<file path="config.mk">
export PLATFORM = sky130hd
export DESIGN_NAME = access_anomaly_detector
export DESIGN_NICKNAME = d
export VERILOG_FILES = /design/src/rtl/access_anomaly_detector.sv
export SDC_FILE = /design/constraint.sdc
export NUM_CORES = 1
export LEC_CHECK = 0
export BUFFER_PORTS_ARGS = -buffer_cell sky130_fd_sc_hd__buf_4
export CORE_MARGIN = 2
export CORE_UTILIZATION = 50
export DETAILED_ROUTE_END_ITERATION = 10
export PLACE_DENSITY = 0.84
export SETUP_SLACK_MARGIN = 0.4
export SYNTH_ARGS = -nofsm -noshare
export SYNTH_HDL_FRONTEND = slang
export SYNTH_SLANG_ARGS = --single-unit
</file>
<file path="constraint.sdc">
create_clock -name clk -period 4.7 [get_ports clk]
set_clock_uncertainty 0.1 [all_clocks]
set_input_delay 0.235 -clock clk [delete_from_list [all_inputs] [get_ports clk]]
set_output_delay 0.235 -clock clk [all_outputs]
set_load 0.02 [all_outputs]
</file>
<file path="src/rtl/access_anomaly_detector.sv">
// Access-stream monitor: flags out-of-range user IDs and same-user bursts,
// queues timestamped alerts in a small FIFO and keeps saturating access totals.
module access_anomaly_detector #(
    parameter int unsigned MAX_USER_ID   = 9,
    parameter int unsigned REPEAT_THRESH = 8,
    parameter int unsigned FIFO_DEPTH    = 4
) (
    input  logic        clk,
    input  logic        rst,
    input  logic        access_valid,
    input  logic [3:0]  user_id,
    input  logic [3:0]  resource_id,
    input  logic        alert_ready,
    output logic        alert_valid,
    output logic [1:0]  alert_code,
    output logic [3:0]  alert_user,
    output logic [3:0]  alert_resource,
    output logic [15:0] alert_time,
    output logic        overflow,
    output logic [15:0] access_count,
    output logic [15:0] invalid_count
);

    localparam int unsigned AW     = $clog2(FIFO_DEPTH);
    localparam logic [4:0]  MAX_ID = (MAX_USER_ID > 15) ? 5'd15 : 5'(MAX_USER_ID);
    localparam logic [3:0]  THR    = 4'(REPEAT_THRESH);
    localparam logic [3:0]  THR_M1 = 4'(REPEAT_THRESH - 1);
    localparam logic [AW:0] FULL   = (AW + 1)'(FIFO_DEPTH);

    typedef struct packed {
        logic [1:0]  code;
        logic [3:0]  user;
        logic [3:0]  res;
        logic [15:0] ts;
    } entry_t;

    entry_t        r_mem [FIFO_DEPTH];
    logic [AW-1:0] r_wr_ptr, r_rd_ptr;
    logic [AW:0]   r_count;
    logic          r_alert_valid, r_overflow;
    logic [15:0]   r_ts, r_access_count, r_invalid_count;
    logic [3:0]    r_last_user, r_run_len;
    logic          r_have_last;

    logic          w_inv, w_same, w_burst, w_push, w_pop, w_full, w_wr, w_drop;
    logic [AW:0]   w_count_nxt;
    entry_t        w_entry;

    always_comb begin
        w_inv   = access_valid && ({1'b0, user_id} > MAX_ID);
        w_same  = r_have_last && (user_id == r_last_user);
        // Fires only on the THRESH-1 -> THRESH step; saturation keeps it one-shot per run.
        w_burst = access_valid && w_same && (r_run_len == THR_M1);
        w_push  = w_inv || w_burst;
        w_pop   = r_alert_valid && alert_ready;
        w_full  = (r_count == FULL);
        w_wr    = w_push && (!w_full || w_pop);
        w_drop  = w_push && w_full && !w_pop;
        w_entry = '{code: {w_burst, w_inv}, user: user_id, res: resource_id, ts: r_ts};
        w_count_nxt = r_count;
        if (w_wr && !w_pop)
            w_count_nxt = r_count + (AW + 1)'(1);
        else if (!w_wr && w_pop)
            w_count_nxt = r_count - (AW + 1)'(1);
    end

    always_ff @(posedge clk or posedge rst) begin
        if (rst) begin
            for (int unsigned i = 0; i < FIFO_DEPTH; i++)
                r_mem[i] <= '0;
            r_wr_ptr        <= '0;
            r_rd_ptr        <= '0;
            r_count         <= '0;
            r_alert_valid   <= 1'b0;
            r_overflow      <= 1'b0;
            r_ts            <= '0;
            r_access_count  <= '0;
            r_invalid_count <= '0;
            r_last_user     <= '0;
            r_run_len       <= '0;
            r_have_last     <= 1'b0;
        end else begin
            r_ts <= r_ts + 16'd1;
            if (access_valid) begin
                if (r_access_count != '1)
                    r_access_count <= r_access_count + 16'd1;
                if (w_inv && (r_invalid_count != '1))
                    r_invalid_count <= r_invalid_count + 16'd1;
                if (w_same) begin
                    if (r_run_len != THR)
                        r_run_len <= r_run_len + 4'd1;
                end else begin
                    r_run_len   <= 4'd1;
                    r_last_user <= user_id;
                    r_have_last <= 1'b1;
                end
            end
            if (w_wr) begin
                r_mem[r_wr_ptr] <= w_entry;
                r_wr_ptr        <= r_wr_ptr + AW'(1);
            end
            if (w_pop)
                r_rd_ptr <= r_rd_ptr + AW'(1);
            if (w_drop)
                r_overflow <= 1'b1;
            r_count       <= w_count_nxt;
            r_alert_valid <= (w_count_nxt != '0);
        end
    end

    assign alert_valid    = r_alert_valid;
    assign alert_code     = r_mem[r_rd_ptr].code;
    assign alert_user     = r_mem[r_rd_ptr].user;
    assign alert_resource = r_mem[r_rd_ptr].res;
    assign alert_time     = r_mem[r_rd_ptr].ts;
    assign overflow       = r_overflow;
    assign access_count   = r_access_count;
    assign invalid_count  = r_invalid_count;

endmodule

</file>
* Word-level counts from Yosys, hierarchy flattened
Index checks and enable logic that the tools add are counted.
Word-level totals: bits in read-only memories 0, memories 0, RAM bits 0, bits in latches 0, register bits after elaboration 170, logic and storage cells 81, input bits 12
Operators by class: $mul 0, eq/ne operators 7, bitwise operators 3, order comparisons 4, div/mod/pow operators 0, shift operators 0, muxes and demuxes 10, reductions and logical operators 22, $add $sub $neg 8
Operators with widths (count):
- 104-bit bitwise mux | 1
- 26-bit 2-to-1 mux | 3
- 26-bit binary-select mux with 2-bit select | 1
- 26-bit demux with 2-bit select | 1
- 16-bit by 1-bit adder with 16-bit output, second input constant | 3
- 16-bit inequality test, second input constant | 2
- 1-bit logical AND | 12
- 4-bit 2-to-1 mux | 2
- 2-bit AND reduction | 4
- 3-bit greater-or-equal comparator, second input constant | 2
- 3-bit 2-to-1 mux | 2
- 2-bit NOT with 3-bit output | 2
- 2-bit by 1-bit adder with 2-bit output, second input constant | 2
- 4-bit by 1-bit adder with 4-bit output, second input constant | 1
- 4-bit by 3-bit equality test with 1-bit output, second input constant | 1
- 4-bit equality test | 1
- 4-bit greater-than comparator, second input constant | 1
- 4-bit inequality test, second input constant | 1
- 3-bit by 1-bit adder with 3-bit output, second input constant | 1
- 3-bit equality test, second input constant | 1
- 1-bit zero test | 3
- 3-bit by 1-bit < comparator with 1-bit output, second input constant | 1
- 3-bit nonzero test | 1
- 3-bit by 1-bit subtractor with 3-bit output, second input constant | 1
- other kinds (3) | 4

* Longest topological paths before layout
depth after elaboration 11, depth in mapped cells 8

* Worst setup path before layout
No wires, ideal clock.
path type reg2reg, start point register r_invalid_count[7], in the netlist invalid_count[7], end point register r_invalid_count[10], in the netlist invalid_count[10], data required time 4470 ps, period minus slack after synthesis 2087 ps, cell stages (with the launch flop) 6, setup slack 2613 ps, library setup time 130 ps, arrival 1856 ps, path buffers 0, path through dfrtp_1 > and4_1 > and4_1 > a311oi_1 > nand4_1 > xnor2_1
On the way: cells in the longest elaborated chain, start to end 3, elaborated cells on any way between the ends 4, classes of those cells add/sub (1); eq/ne (1); reduce/logical (2)
RTL lines:
- start, declared | RTL line 41 | logic [15:0] r_ts, r_access_count, r_invalid_count;
- start signal, assigned | RTL line 88 | r_invalid_count <= r_invalid_count + 16'd1;
- parallel branches: the longest is 3 deep, another holds 16-bit by 1-bit adder with 16-bit output
Several ways; the timed one is not identified. A chain may end at the register's enable or synchronous reset.

* Final worst setup path
start point register r_rd_ptr[0], end point output alert_time[4]
On the way: cells in the longest elaborated chain, start to end 4
RTL lines:
- start, declared | RTL line 38 | logic [AW-1:0] r_wr_ptr, r_rd_ptr;
- start signal, assigned | RTL line 103 | r_rd_ptr <= r_rd_ptr + AW'(1);
- 2-bit NOT with 3-bit output (implied by the code) | RTL line 115 | assign alert_time = r_mem[r_rd_ptr].ts;
- 26-bit binary-select mux with 2-bit select | RTL line 115
- 26-bit 2-to-1 mux (implied by the code) (2 in series) | RTL line 115
- end, declared | RTL line 18 | output logic [15:0] alert_time,
Every way passes these cells. The select of a mux whose other input is x is not followed.

==> results.txt <==
PD cells: 564 mW/mm^2
post-synthesis instance area: 0.00783 mm^2
drt drc: 0
#FFs+latches synth: 170
Overall Power: 5.17 mW
peak supply drop: 0.000318 V
total track usage: 19.0%
Skew-Pair Late Insertion Delay: 0.42 ns
I/O pin cnt: 72
max cap viols: 0
final std cells w/o fill: 828
Pre-antenna DRT Iters: 4
endpoints failing setup: 0
worst path cell trace: buf_4 -> mux4_2 -> buf_4
htree depth: 4
placed cells: 793
CP arrival: 2.46 ns
Synth warnings: 0
CP max stage cell: dfrtp_1
CP Class: flop to output port
RSZ-0062 raised after global routing: no
Min-Delay Path Class: input pin to asynchronous set/reset pin
Setup TNS: 0 ns
most frequent cells in the layout: dfrtp_1, buf_4, mux2_2
floorplan row count: 45
PostCTS Resize Cnt: 0
clock group share of total power: 27.3%
pre-CTS setup slack: 2.01 ns
largest net degree at the start of global routing: 171
layout cells sized above 1: 40.7%
Rel. slew slack: 35.9%
Logic pwr share: 31.5%
sequential fraction of the synthesis area: 54.3%
failing checks: negative hold slack
Yosys top cell by area: dfrtp_1
most frequent CP cell: buf_4
Min Hold Slack: -0.119 ns
sequential fraction of design power: 41.2%
Final min period: 2.79 ns
Post-DRT Antenna Nets: 0
clk root buf: clkbuf_16
initial core utilization: 51.3%
routed vias: 4,620
number of flops mapped to enable cells by yosys: 0
Starting DRT DRC Count: 245
asr flop ratio synth: 100%
Hold Fails Final Rpt: 37
Sink Count: 170
WL final: 14,800 um
cts bufs inserted: 17
CP Capture Type: output port
initial antenna violation count: 0
Critical Path Max Stage Delay: 0.90 ns
fmax: 358 MHz
post-synth cell types: 45
TritonCTS clock tree: yes
leakage power: 4.38 nW
post-layout net count: 629
DIE AREA: 0.0167 mm^2
status: finished, violations left
die height: 129 um
routed vias/inst: 5.58
crit start category: flop
min setup slack post-route: 1.91 ns
design area: 0.00917 mm^2
share of the synthesized area in the top cell type: 54.3%
Net Sw Frac: 30.9%
vias in the first global route: 4,884
DP HPWL: 9700 um
RD Place Congestion: 0.784
Primary FF master, synth: dfrtp_1
Synth Net Count: 555
global-route wire length before repair: 24,800 um
n_diodes: 0
Int Power: 3.58 mW
Post-Syn Instances: 531
core area: 0.0153 mm^2
DR WL/cell: 17.9 um
area grow syn2layout: 17.1%
Slew Viols, Final: 0
commonest non-fill, non-tap cell in the layout: dfrtp_1
synthesized area per cell: 14.7 um^2
utilization after layout: 60.1%
Post-Place Cell Area: 0.00852 mm^2
Bufs on Longest Clock Path: 2
chip width: 129 um
port buffer count: 71
GRT overflow: 0
Max FO, Critical Path: 15
fin crit share: 59.4%
Worst EP required: 4.37 ns
Area contributors post-synth: dfrtp_1, mux2_2, mux2_4
Clock Pin Slew Worst Setup and Hold Paths: 0.06 ns
Least-Margin Pin Slew: 0.961 ns
Psw: 1.60 mW
-- flip-flops by register name, summed over array words and instances, names as in the netlist --
register,cells
r_count,3
r_last_user,4
r_wr_ptr,2
access_count,16
alert_valid,1
r_ts,16
r_have_last,1
r_rd_ptr,2
r_run_len,4
overflow,1
invalid_count,16
r_mem,104
-- cell families (layout without fill, tap and decap cells) --
kind of cell | count (synthesis) | in the layout | synth area share [%]
xor+xnor | 51 | 51 | 5.70
fa+ha+maj | 12 | 12 | 1.92
simple gates | 95 | 95 | 7.41
buf+inv | 35 | 121 | 2.41
flops | 170 | 170 | 54.3
compound gates | 30 | 30 | 2.72
mux | 138 | 138 | 25.5
-- worst max-delay path: cells and delay by family (launching register included) --
family / cells / cell delay [ns]
buffers and inverters: 2 / 0.57
flip-flops: 1 / 0.90
multiplexers: 1 / 0.55
-- path summary, 6_finish.rpt --
check	from	to	slack, ns	cells past startpoint
max	r_rd_ptr[0]	alert_time[4]	1.91	3
min	rst	r_mem[68]	-0.12	3
max reg2reg	r_run_len[0]	r_mem[8]	1.98	5
min reg2reg	overflow	overflow	0.39	1
max in group asynchronous	rst	overflow	3.84	3
min in group clk	user_id[0]	r_mem[98]	0.03	2
-- area by class of cell --
| class | instances | area [um^2] |
|---|---|---|
| inverters | 12 | 48.8 |
| clock buffers | 20 | 457 |
| flip-flops and latches | 170 | 4250 |
| repair buffers | 78 | 608 |
| multi-input cells | 326 | 3390 |
| clock inverters | 11 | 146 |
| fillers | 1143 | 6090 |
| well taps | 211 | 264 |
-- layer usage --
metal | GRT usage [%] | wire length, um
met2 | 32.2 | 7690
met5 | 0 | 0
met1 | 24.7 | 6460
met3 | 4.79 | 490
met4 | 4.92 | 157
-- synthesized netlist by cell type, types with 2 or more instances --
cell type / number
and3_1: 9
nand3_2: 2
buf_6: 6
nand2_1: 17
o211ai_1: 4
or3_1: 2
inv_1: 12
ha_1: 12
xor2_1: 15
a21o_1: 2
buf_2: 10
nor2_1: 9
a22oi_1: 2
and4_1: 10
and4b_1: 2
and2_1: 4
mux2_4: 40
nand3_4: 2
a21oi_1: 4
mux4_2: 26
clkbuf_1: 6
nand3_1: 19
xnor2_1: 36
dfrtp_1: 170
nor3b_1: 2
nand4_1: 12
o21ai_0: 6
mux2_2: 72
a31oi_1: 2
-- power groups by stage --
stage	Clock (mW)	Sequential, mW	Combinational (mW)
after detailed placement	0	2.15	1.65
final	1.41	2.13	1.63
after global placement	0	2.11	1.60
after CTS	1.44	2.13	1.66
after floorplan	0	2.07	1.18
after global routing	1.52	2.18	1.75
-- what timing repair did --
item / in CTS / in global routing
endpoints found under the hold margin: 16 / 0
setup endpoints to repair: 0 / 0
hold buffers: 4 / 0
buffers inserted: 0 / 0
(Power assumes the default switching activity.)
